File: config.mk
export PLATFORM = sky130hd
export DESIGN_NAME = dtw_ref_loader
export DESIGN_NICKNAME = d
export VERILOG_FILES = /design/src/rtl/dtw_ref_loader.sv
export SDC_FILE = /design/constraint.sdc
export NUM_CORES = 1
export LEC_CHECK = 0
export CAP_MARGIN = 20
export CORE_ASPECT_RATIO = 1.25
export CORE_UTILIZATION = 48
export CTS_CLUSTER_DIAMETER = 150
export CTS_CLUSTER_SIZE = 24
export DETAILED_ROUTE_END_ITERATION = 8
export PLACE_DENSITY = 0.78
export RECOVER_POWER = 25
export SLEW_MARGIN = 5
export SYNTH_ARGS = -nofsm -noshare
export SYNTH_HDL_FRONTEND = slang
export SYNTH_SLANG_ARGS = --single-unit
File: constraint.sdc
create_clock -name clk -period 3.1 [get_ports clk]
set_input_delay 0.31 -clock clk [delete_from_list [all_inputs] [get_ports clk]]
set_output_delay 0.31 -clock clk [all_outputs]
set_load 0.005 [all_outputs]
File: src/rtl/dtw_ref_loader.sv
// Reference-RAM writer for the DTW engine: drains packed samples from the src FIFO into
// the reference RAM, then reports a status word. Optional feature macro: DTW_REF_CHECKSUM_EN.
module dtw_ref_loader #(
  parameter int unsigned WIDTH            = 16,
  parameter int unsigned AXIS_WIDTH       = 32,
  parameter int unsigned REFMEM_PTR_WIDTH = 20
) (
  input  logic                        clk,
  input  logic                        rst_n,
  input  logic                        rs,
  input  logic                        op_mode,
  input  logic [AXIS_WIDTH-1:0]       ref_len,
  output logic                        busy,
  output logic                        ref_load_done,
  output logic                        src_fifo_rden,
  input  logic                        src_fifo_empty,
  input  logic [31:0]                 src_fifo_data,
  output logic                        sink_fifo_wren,
  input  logic                        sink_fifo_full,
  output logic [31:0]                 sink_fifo_data,
  output logic                        sink_fifo_last,
  output logic                        wren_ref,
  output logic [REFMEM_PTR_WIDTH-1:0] addr_ref,
  output logic [WIDTH-1:0]            datain_ref
);

  localparam int unsigned CNT_W = REFMEM_PTR_WIDTH + 1;
  localparam logic [AXIS_WIDTH-1:0] MAX_LEN = AXIS_WIDTH'(64'd1 << REFMEM_PTR_WIDTH);

  typedef enum logic [1:0] {IDLE, LOAD, STATUS} state_t;

  state_t                        state_q, state_d;
  logic [CNT_W-1:0]              count_q, count_d;
  logic                          half_q, half_d;
  logic                          err_q, err_d;
  logic                          busy_d, done_d, wren_ref_d, sink_wren_d, sink_last_d;
  logic [REFMEM_PTR_WIDTH-1:0]   addr_d;
  logic [WIDTH-1:0]              datain_d;
  logic [31:0]                   sink_data_d;
  logic [WIDTH-1:0]              sample;
  logic                          last_smp;
  logic [31:0]                   status_word;
`ifdef DTW_REF_CHECKSUM_EN
  logic [WIDTH-1:0]              cks_q, cks_d;
  logic                          sel_q, sel_d;
`endif

  assign sample      = half_q ? src_fifo_data[2*WIDTH-1:WIDTH] : src_fifo_data[WIDTH-1:0];
  assign last_smp    = (AXIS_WIDTH'(count_q) + AXIS_WIDTH'(1)) == ref_len;
  assign status_word = {err_q, 31'(count_q)};

  // Next-state and next-output logic
  always_comb begin
    state_d       = state_q;
    count_d       = count_q;
    half_d        = half_q;
    err_d         = err_q;
    busy_d        = busy;
    done_d        = ref_load_done;
    wren_ref_d    = 1'b0;
    addr_d        = addr_ref;
    datain_d      = datain_ref;
    sink_wren_d   = 1'b0;
    sink_data_d   = sink_fifo_data;
    sink_last_d   = sink_fifo_last;
    src_fifo_rden = 1'b0;
`ifdef DTW_REF_CHECKSUM_EN
    cks_d         = cks_q;
    sel_d         = sel_q;
`endif
    case (state_q)
      IDLE: begin
        if (rs && op_mode) begin
          busy_d  = 1'b1;
          done_d  = 1'b0;
          count_d = '0;
          half_d  = 1'b0;
          err_d   = 1'b0;
`ifdef DTW_REF_CHECKSUM_EN
          cks_d   = '0;
          sel_d   = 1'b0;
`endif
          if (ref_len == '0 || ref_len > MAX_LEN) begin
            err_d   = 1'b1;
            state_d = STATUS;
          end else begin
            state_d = LOAD;
          end
        end
      end
      LOAD: begin
        if (!src_fifo_empty) begin
          // Pop once both halves are used, or early on an odd final sample
          src_fifo_rden = half_q | last_smp;
          wren_ref_d    = 1'b1;
          addr_d        = count_q[REFMEM_PTR_WIDTH-1:0];
          datain_d      = sample;
          count_d       = count_q + CNT_W'(1);
          half_d        = ~half_q;
`ifdef DTW_REF_CHECKSUM_EN
          cks_d         = cks_q + sample;
`endif
          if (last_smp) state_d = STATUS;
        end
      end
      STATUS: begin
        if (!sink_fifo_full) begin
          sink_wren_d = 1'b1;
`ifdef DTW_REF_CHECKSUM_EN
          if (!sel_q) begin
            sink_data_d = status_word;
            sink_last_d = 1'b0;
            sel_d       = 1'b1;
          end else begin
            sink_data_d = {{(32-WIDTH){1'b0}}, cks_q};
            sink_last_d = 1'b1;
            state_d     = IDLE;
            busy_d      = 1'b0;
            done_d      = ~err_q;
          end
`else
          sink_data_d = status_word;
          sink_last_d = 1'b1;
          state_d     = IDLE;
          busy_d      = 1'b0;
          done_d      = ~err_q;
`endif
        end
      end
      default: state_d = IDLE;
    endcase
  end

  // State and output registers
  always_ff @(posedge clk or negedge rst_n) begin
    if (!rst_n) begin
      state_q        <= IDLE;
      count_q        <= '0;
      half_q         <= 1'b0;
      err_q          <= 1'b0;
      busy           <= 1'b0;
      ref_load_done  <= 1'b0;
      wren_ref       <= 1'b0;
      addr_ref       <= '0;
      datain_ref     <= '0;
      sink_fifo_wren <= 1'b0;
      sink_fifo_data <= '0;
      sink_fifo_last <= 1'b0;
`ifdef DTW_REF_CHECKSUM_EN
      cks_q          <= '0;
      sel_q          <= 1'b0;
`endif
    end else begin
      state_q        <= state_d;
      count_q        <= count_d;
      half_q         <= half_d;
      err_q          <= err_d;
      busy           <= busy_d;
      ref_load_done  <= done_d;
      wren_ref       <= wren_ref_d;
      addr_ref       <= addr_d;
      datain_ref     <= datain_d;
      sink_fifo_wren <= sink_wren_d;
      sink_fifo_data <= sink_data_d;
      sink_fifo_last <= sink_last_d;
`ifdef DTW_REF_CHECKSUM_EN
      cks_q          <= cks_d;
      sel_q          <= sel_d;
`endif
    end
  end

endmodule
==> results.sh, run 1 <==
export IMPL_violations="max-capacitance violations, max-slew violations"
export IMPL_vias=4351
export IMPL_layout_area_overhead_vs_synth_pct=38.6
export IMPL_layout_min_cycle_time_ps=2940
export IMPL_critical_path_endpoint_type="output port"
export IMPL_yosysSeqAreaShare=0.460
export IMPL_ant_nets=0
export IMPL_gr_usage_all_layers=0.270
export IMPL_die_y_um=114
export IMPL_ys_flop_type="sky130_fd_sc_hd__dfrtp_1"
export IMPL_finalWorstSetupSlack_ps=163
export IMPL_fraction_of_final_layout_cells_sized_beyond_drive_strength_1=0.152
export IMPL_pin_count=144
export IMPL_yosys_cell_count_top_type="sky130_fd_sc_hd__dfrtp_1"
export IMPL_clock_tree_root_cell="sky130_fd_sc_hd__clkbuf_16"
export IMPL_average_vias_per_placed_instance=5.56
export IMPL_cts_inserted_buffers=9
export IMPL_timing_clock_skew_ps=6.45
export IMPL_setup_worst_path_start_class="flip-flop"
export IMPL_setup_viol_count_final=0
export IMPL_grt_ovfl_total=0
export IMPL_arrival_ps=2630
export IMPL_path_max_fanout=2
export IMPL_final_max_slew_viol_count=36
export IMPL_detail_route_iter0_violations=232
export IMPL_worst_slew_margin_rel=-0.206
export IMPL_clock_insertion_delay_worst_skew_ps=350
export IMPL_synth_top_area_share=0.460
export IMPL_worst_hold_path_type="reg2reg"
export IMPL_finalCoreUtilization=0.687
export IMPL_final_hold_viol_count=0
export IMPL_cts_path_max_buffers=2
export IMPL_final_min_period_over_clock_period=0.947
export IMPL_fmax_ghz=0.340
export IMPL_critPathKind="reg2out"
export IMPL_ys_warnings_count=0
export IMPL_drt_pre_antenna_iters=4
export IMPL_mappedNetlistArea_um2=4790
export IMPL_yosysUniqueCellTypes=62
export IMPL_p_leak_nw=2.84
export IMPL_wirelength_mm=13.5
export IMPL_die_width_um=91.3
export IMPL_wl_per_cell_um=17.3
export IMPL_synth_edff_count=0
export IMPL_outcome="finished, violations left"
export IMPL_grt_pass1_vias=4328
export IMPL_n_antenna_cell=0
export IMPL_grt_antenna_before_repair=0
export IMPL_use_met2=0.493
export IMPL_drc=0
export IMPL_post_synth_most_frequent_cells="sky130_fd_sc_hd__dfrtp_1, sky130_fd_sc_hd__nand2_1, sky130_fd_sc_hd__o21ai_0"
export IMPL_rsz0062_at_grt="false"
export IMPL_syn_inst=511
export IMPL_ir_drop_mv=0.276
export IMPL_r2r_cells=8
export IMPL_worstMarginPinSlew_ps=1810
export IMPL_groute_layer_met3_usage=0.0320
export IMPL_grt_pass1_wl_mm=21.5
export IMPL_synth_area_leaders="sky130_fd_sc_hd__dfrtp_1, sky130_fd_sc_hd__nand2_1, sky130_fd_sc_hd__mux2_2"
export IMPL_die_area_um2=10400
export IMPL_grt_max_degree=59
export IMPL_core_area_um2=9660
export IMPL_globalRouteMet1Util=0.313
export IMPL_place_detailed_hpwl_mm=10.0
export IMPL_path_clk_slew_ps=70
export IMPL_yosysTopAreaCell="sky130_fd_sc_hd__dfrtp_1"
export IMPL_net_count_final=722
export IMPL_floorplan_initialDensity=0.496
export IMPL_postSynthAreaPerCell_um2=9.37
export IMPL_cts_htree_levels=3
export IMPL_async_flop_share=1.00
export IMPL_hold_depth=1
export IMPL_report_power_total_mw=2.44
export IMPL_ys_ff_latch=88
export IMPL_power_density_over_cell_area_nw_per_um2=368
export IMPL_cp_required_ps=2790
export IMPL_max_cap_viol_count=1
export IMPL_number_of_cell_rows=40
export IMPL_cts_tree="done"
export IMPL_cts_num_sinks=88
export IMPL_pre_cts_slack_ps=12.2
export IMPL_port_buffers=133
export IMPL_gp_routability_congestion=0.889
export IMPL_top_usage_layer="met2"
-- routing by layer --
metal	routed length [um]	vias up
met4	440	0
met3	533	28
met2	7110	132
li1	-	2069
met1	5430	2122
met5	0	-
-- cell usage in the layout, fill, tap and decap left out, types with 3 or more instances in the layout --
cell / n
sky130_fd_sc_hd__clkdlybuf4s50_1: 131
sky130_fd_sc_hd__nand2_1: 87
sky130_fd_sc_hd__dfrtp_1: 87
sky130_fd_sc_hd__o21ai_0: 49
sky130_fd_sc_hd__nor2_1: 27
sky130_fd_sc_hd__buf_4: 27
sky130_fd_sc_hd__mux2_2: 22
sky130_fd_sc_hd__mux2i_1: 18
sky130_fd_sc_hd__xnor2_1: 16
sky130_fd_sc_hd__a21oi_1: 15
sky130_fd_sc_hd__nand3_1: 11
sky130_fd_sc_hd__inv_1: 10
sky130_fd_sc_hd__nor4_1: 10
sky130_fd_sc_hd__conb_1: 10
sky130_fd_sc_hd__clkbuf_16: 9
sky130_fd_sc_hd__nand4_1: 8
sky130_fd_sc_hd__o21ai_1: 8
sky130_fd_sc_hd__xor2_1: 7
sky130_fd_sc_hd__nor3_1: 6
sky130_fd_sc_hd__nor3_2: 5
sky130_fd_sc_hd__and3_1: 5
sky130_fd_sc_hd__nor4_2: 5
sky130_fd_sc_hd__nand2b_1: 4
sky130_fd_sc_hd__and2_1: 4
sky130_fd_sc_hd__a31oi_1: 4
sky130_fd_sc_hd__o31ai_1: 4
sky130_fd_sc_hd__and3_2: 3
sky130_fd_sc_hd__and4_1: 3
-- worst paths after layout --
| path | startpoint | endpoint | slack, ps |
|---|---|---|---|
| max | count_q[1]$_DFFE_PN0P_ | src_fifo_rden | 160 |
| min in group asynchronous | rst_n | addr_ref[15]$_DFFE_PN0P_ | 980 |
| max in group asynchronous | rst_n | count_q[4]$_DFFE_PN0P_ | 550 |
| min | sink_fifo_last$_DFFE_PN0P_ | sink_fifo_last$_DFFE_PN0P_ | 460 |
| min reg2reg | sink_fifo_last$_DFFE_PN0P_ | sink_fifo_last$_DFFE_PN0P_ | 460 |
| max reg2reg | count_q[1]$_DFFE_PN0P_ | state_q[0]$_DFFE_PN0P_ | 640 |
-- critical path: stages, from the launching register on --
cell,delay [ps]
sky130_fd_sc_hd__dfrtp_1,370
sky130_fd_sc_hd__ha_2,190
sky130_fd_sc_hd__nand4_2,120
sky130_fd_sc_hd__or3_4,350
sky130_fd_sc_hd__xnor2_1,150
sky130_fd_sc_hd__or3_1,390
sky130_fd_sc_hd__nor4_2,260
sky130_fd_sc_hd__nand4_1,170
sky130_fd_sc_hd__a21oi_1,150
sky130_fd_sc_hd__buf_2,130
-- cell type report --
cell class,count,area (um2)
clock inverter,7,62.6
tap,126,158
multi-input combinational,377,2400
sequential,88,2200
clock buffer,9,225
fill,776,3030
timing repair buffer,164,1550
inverter,11,41.3
-- repair_timing --
| action | in CTS | in global routing |
|---|---|---|
| pin swaps | 2 | 5 |
| setup buffers | 0 | 0 |
| hold buffers | 1 | 0 |
| hold endpoints to repair | 33 | 0 |
| endpoints found under the setup margin | 1 | 1 |
| resized for setup | 2 | 13 |
-- state kept, by name, summed over array words and instances (netlist names) --
| name | count |
|---|---|
| datain_ref | 16 |
| wren_ref | 1 |
| count_q | 21 |
| ref_load_done | 1 |
| addr_ref | 20 |
| sink_fifo_wren | 1 |
| sink_fifo_data | 22 |
| sink_fifo_last | 1 |
| err_q | 1 |
| half_q | 1 |
| state_q | 2 |
| busy | 1 |
-- logic make-up (layout without fill, tap and decap cells) --
kind of cell	Yosys count	after routing	share of synthesized area
adders and majority gates	1	1	0.00261
buffers and inverters	55	191	0.0580
and+or+nand+nor	198	198	0.216
DFF	88	88	0.460
xor gates and xnor gates	24	24	0.0439
AOI/OAI and AO/OA	104	104	0.129
muxes	40	40	0.0894
other	1	10	0.000783
-- where the power goes --
part | switching, mW | internal (mW) | leakage (nW) | total, mW
combinational | 0.104 | 0.123 | 1.49 | 0.227
clock | 0.491 | 0.561 | 0.144 | 1.05
sequential | 0.00477 | 1.15 | 1.21 | 1.16
-- stage by stage --
stage / std cells / TNS [ps] / cell area (um2) / hold slack, ps
final: 782 / 0 / 6630 / 465
after CTS: 782 / 0 / 6610 / 455
after global routing: 782 / 0 / 6630 / 486
after floorplan: 520 / 0 / 4820 / 14.4
after detailed placement: 765 / 0 / 6300 / 281
after global placement: 765 / -46.6 / 6300 / 279
Power figures use the tool's default switching activity.
==> run 2, diff against run 1 <==
- CAP_MARGIN: 20 -> not set
- CTS_CLUSTER_SIZE: 24 -> not set
==> results of run 2 <==
No change in the layout: final DEF, timing and power equal those of run 1.
==> variant 1 (settings of run 2) <==
The parameter `WIDTH` goes from 16 to 12.
--- a/src/rtl/dtw_ref_loader.sv
+++ b/src/rtl/dtw_ref_loader.sv
@@ -1,7 +1,7 @@
 // Reference-RAM writer for the DTW engine: drains packed samples from the src FIFO into
 // the reference RAM, then reports a status word. Optional feature macro: DTW_REF_CHECKSUM_EN.
 module dtw_ref_loader #(
-  parameter int unsigned WIDTH            = 16,
+  parameter int unsigned WIDTH            = 12,
   parameter int unsigned AXIS_WIDTH       = 32,
   parameter int unsigned REFMEM_PTR_WIDTH = 20
 ) (
Interface: changed (resized datain_ref); port bits go from 144 to 140. No check against the original RTL was run, so the function may have changed too.
==> variant 1 against run 2 <==
The run ends with capacitance limit, slew limit, setup timing left. Setup slack worse by 0.23 ns. Sequential cell count is 4 lower. Count of clock-buffer cells in the layout is 5 higher. Non-clock buffer count is 29 higher. Wire length is 7.9% lower. Synthesized area is 6.9% lower. Final cell count is 2.7% lower. Cell area is 2.9% lower. First-iteration DRC count is 9.5% higher. Register-to-register slack worse by 0.64 ns. Via count is 5.2% lower. Utilization is 4.2 points higher. Power is 15% lower. Critical endpoint unchanged.
==> variant 1: results <==
<?xml version="1.0" encoding="UTF-8"?>
<metrics>
  <group name="final_layout">
    <metric name="finish.utilization" unit="%">72.8</metric>
    <metric name="layoutNonFillerInstCount" unit="">761</metric>
    <metric name="seqAreaFraction" unit="%">32.6</metric>
    <metric name="post_route_cells_drive_above_1_share" unit="%">21.2</metric>
    <metric name="final_non_clock_buffer_share" unit="%">27.2</metric>
    <metric name="n_multi_input_combinational_cell" unit="">343</metric>
    <metric name="num-fill-cells" unit="">692</metric>
    <metric name="final.signal_inverter_count" unit="">6</metric>
  </group>
  <group name="placed_design">
    <metric name="post_dp_cell_area" unit="µm²">6020</metric>
    <metric name="gp_congestion" unit="">0.853</metric>
    <metric name="port_buffers" unit="">121</metric>
    <metric name="dp.cells" unit="">729</metric>
  </group>
  <group name="setup_path">
    <metric name="slowest_delay" unit="ns">0.58</metric>
    <metric name="critical_path_peak_fanout" unit="">5</metric>
    <metric name="setup.reg_to_reg.worst_slack" unit="ns">0</metric>
    <metric name="crit_slowest_cell" unit="">sky130_fd_sc_hd__or4_4</metric>
  </group>
  <group name="timing">
    <metric name="finalSetupViolations" unit="">2</metric>
    <metric name="setup_ws" unit="ns">-0.0688</metric>
    <metric name="layout_skew" unit="ns">0.00765</metric>
    <metric name="holdWs" unit="ns">0.477</metric>
    <metric name="finalMaxSlewViolations" unit="">85</metric>
  </group>
  <group name="status">
    <metric name="run_status" unit="">complete, but fails checks</metric>
    <metric name="violated_checks" unit="">capacitance limit, slew limit, setup timing</metric>
  </group>
  <group name="flow_run">
    <metric name="max_cap_violation_count" unit="">1</metric>
  </group>
  <group name="grt">
    <metric name="met3_usage" unit="%">4.28</metric>
    <metric name="gr-usage-all-layers" unit="%">27.4</metric>
    <metric name="met2_usage" unit="%">46.3</metric>
    <metric name="first_global_vias" unit="">4095</metric>
  </group>
  <group name="pwr">
    <metric name="p_clk_share" unit="%">36.2</metric>
    <metric name="power.leakage" unit="nW">2.93</metric>
    <metric name="power.density" unit="nW/µm²">321</metric>
  </group>
  <group name="drt">
    <metric name="met2RoutedLength" unit="mm">6.18</metric>
  </group>
  <group name="clock_network">
    <metric name="cell_chosen_for_the_clock_root" unit="">sky130_fd_sc_hd__clkbuf_8</metric>
  </group>
  <group name="yosys">
    <metric name="share_of_synthesized_area_occupied_by_flip_flops_and_latches" unit="%">47.2</metric>
  </group>
</metrics>
-- variant 1: cells by family (layout without fill, tap and decap cells) --
family                     after synthesis  count (layout)  share of synthesized area (%)
adders and majority gates                1               1                          0.281
DFF                                     84              84                           47.2
xor gates and xnor gates                29              29                           5.70
and+or+nand+nor                        177             177                           19.7
muxes                                   38              38                           9.18
other                                    1              10                         0.0841
buffers and inverters                   52             214                           6.09
AOI/OAI and AO/OA                       88              88                           11.8
-- variant 1: how the worst max path moves through the flow --
stage | start | end | slack [ns] | cells past startpoint
2_1_floorplan | count_q[0] | src_fifo_rden | 0.26 | 10
4_1_cts | count_q[0] | src_fifo_rden | -0.03 | 10
6_report | count_q[1] | src_fifo_rden | -0.07 | 9
3_5_place_dp | ref_len[10] | src_fifo_rden | -0.21 | 9
3_3_place_gp | ref_len[10] | src_fifo_rden | -0.17 | 9
5_1_grt | count_q[0] | state_q[0] | -0.17 | 17
==> variant 2 (flow settings as in run 2) <==
Made on the original files. Make the reset (`rst_n`) synchronous in one clocked block.
--- a/src/rtl/dtw_ref_loader.sv
+++ b/src/rtl/dtw_ref_loader.sv
@@ -132,7 +132,7 @@
   end
 
   // State and output registers
-  always_ff @(posedge clk or negedge rst_n) begin
+  always_ff @(posedge clk) begin
     if (!rst_n) begin
       state_q        <= IDLE;
       count_q        <= '0;
Check against the original RTL: differs if rst_n is asserted again (counterexample within 4 cycles, from zero or initial values and one cycle with rst_n low); with rst_n held inactive, the same outputs for 4 cycles.
==> variant 2 against run 2 <==
Combinational power is 10% lower. Maximum frequency is 3.2% lower. Sequential cell count unchanged. Clock power is 6% higher. Cell area fell by 1.5%. Via count grew 2.8%. Synthesized area fell by 4.8%. Die area decreased by 4.7%. Setup slack worse by 0.097 ns. Power grew 0.56%. Global-route usage increased by 0.48 points. Register-to-register slack worse by 0.04 ns. Sequential share of layout area shrank 6.1 points. Wire length down 4.1%.
==> variant 2: results <==
<?xml version="1.0" encoding="UTF-8"?>
<metrics>
  <group name="yosys">
    <metric name="syn_area_per_cell" unit="µm²">8.14</metric>
    <metric name="muxShareOfSynthArea" unit="%">3.51</metric>
    <metric name="synth_fa_ha_area_share" unit="%">0.274</metric>
    <metric name="most_frequent_cells_after_synthesis" unit="">sky130_fd_sc_hd__nand2_1, sky130_fd_sc_hd__dfxtp_1, sky130_fd_sc_hd__a21boi_0</metric>
    <metric name="share_of_synthesized_area_occupied_by_flip_flops_and_latches" unit="%">38.6</metric>
    <metric name="synth-xor-area-share" unit="%">6.15</metric>
    <metric name="fraction_of_the_mapped_netlist_area_in_compound_gates" unit="%">20.0</metric>
  </group>
  <group name="final_layout">
    <metric name="nNetsFinal" unit="">773</metric>
    <metric name="layoutNonFillerInstCount" unit="">830</metric>
    <metric name="post_route_cells_drive_above_1_share" unit="%">13.2</metric>
    <metric name="num-fill-cells" unit="">737</metric>
  </group>
  <group name="timing">
    <metric name="timing_worst_slew_pin_value" unit="ns">0.956</metric>
  </group>
  <group name="placed_design">
    <metric name="gp_congestion" unit="">0.905</metric>
    <metric name="dpl_worst_slack" unit="ns">-0.417</metric>
    <metric name="dp.cells" unit="">809</metric>
    <metric name="hpwl" unit="mm">9.51</metric>
  </group>
  <group name="min_path">
    <metric name="hold_class" unit="">input pin to flip-flop</metric>
  </group>
  <group name="setup_path">
    <metric name="arrival" unit="ns">2.72</metric>
    <metric name="slowest_delay" unit="ns">0.54</metric>
  </group>
  <group name="grt">
    <metric name="gr-usage-all-layers" unit="%">27.4</metric>
    <metric name="wire_length_of_the_first_global_routing_pass" unit="mm">20.8</metric>
    <metric name="grt_start_max_net_pins" unit="">51</metric>
    <metric name="first_global_vias" unit="">4394</metric>
  </group>
  <group name="drt">
    <metric name="drt_first_iter_violations" unit="">227</metric>
    <metric name="detailroute.via_count" unit="">4473</metric>
    <metric name="drt-wirelength-per-cell" unit="µm">15.6</metric>
  </group>
  <group name="pwr">
    <metric name="power.leakage" unit="nW">2.64</metric>
  </group>
  <group name="status">
    <metric name="run_status" unit="">finished clean</metric>
  </group>
</metrics>
==> variant 2: cell types whose count changed in the layout (fill, tap and decap cells not counted), sizes merged, moves of 36 or more <==
cell           change
a21boi            +45
clkdlybuf4s50     -38
dfrtp             -88
dfxtp             +88
dlygate4sd3       +36
nand2             +43
o21ai             -41
==> variant 2: report_power, final <==
group	switching (W)	internal (W)	total (W)
logic	0.0000848	0.000119	0.000204
registers	0.00000366	0.00113	0.00114
clock network	0.000462	0.000649	0.00111
==> variant 2: area by class of cell <==
| type | instances | share of cell area (%) |
|---|---|---|
| multi-input cells | 417 | 39.8 |
| flip-flops and latches | 88 | 27.1 |
| repair buffers | 181 | 25.8 |
| clock buffers | 10 | 3.66 |
| well taps | 123 | 2.35 |
| clock inverters | 6 | 1.01 |
| inverters | 5 | 0.287 |
==> variant 2: routing by layer <==
metal / vias to the layer above / track usage [%] / share of wire [%]
met5: - / 0 / 0
met4: 0 / 11.4 / 2.5
met3: 31 / 5.66 / 6.0
met2: 152 / 47.2 / 51
met1: 2090 / 32.3 / 40
li1: 2200 / - / -
==> variant 2: worst paths after layout <==
kind	startpoint	end	slack, ns	cells past startpoint
hold reg to reg	addr_ref[9]	addr_ref[9]	0.45	2
hold / removal	rst_n	datain_ref[1]	0.42	2
setup / recovery	ref_len[26]	src_fifo_rden	0.07	9
setup reg to reg	count_q[9]	state_q[0]	0.60	9
==> variant 2: timing repair <==
action                                  4_1_cts  5_1_grt
pin swaps                                    10        8
resized for setup                            20        7
setup buffers                                 5        0
endpoints found under the setup margin        1        1
hold buffers                                  0        0
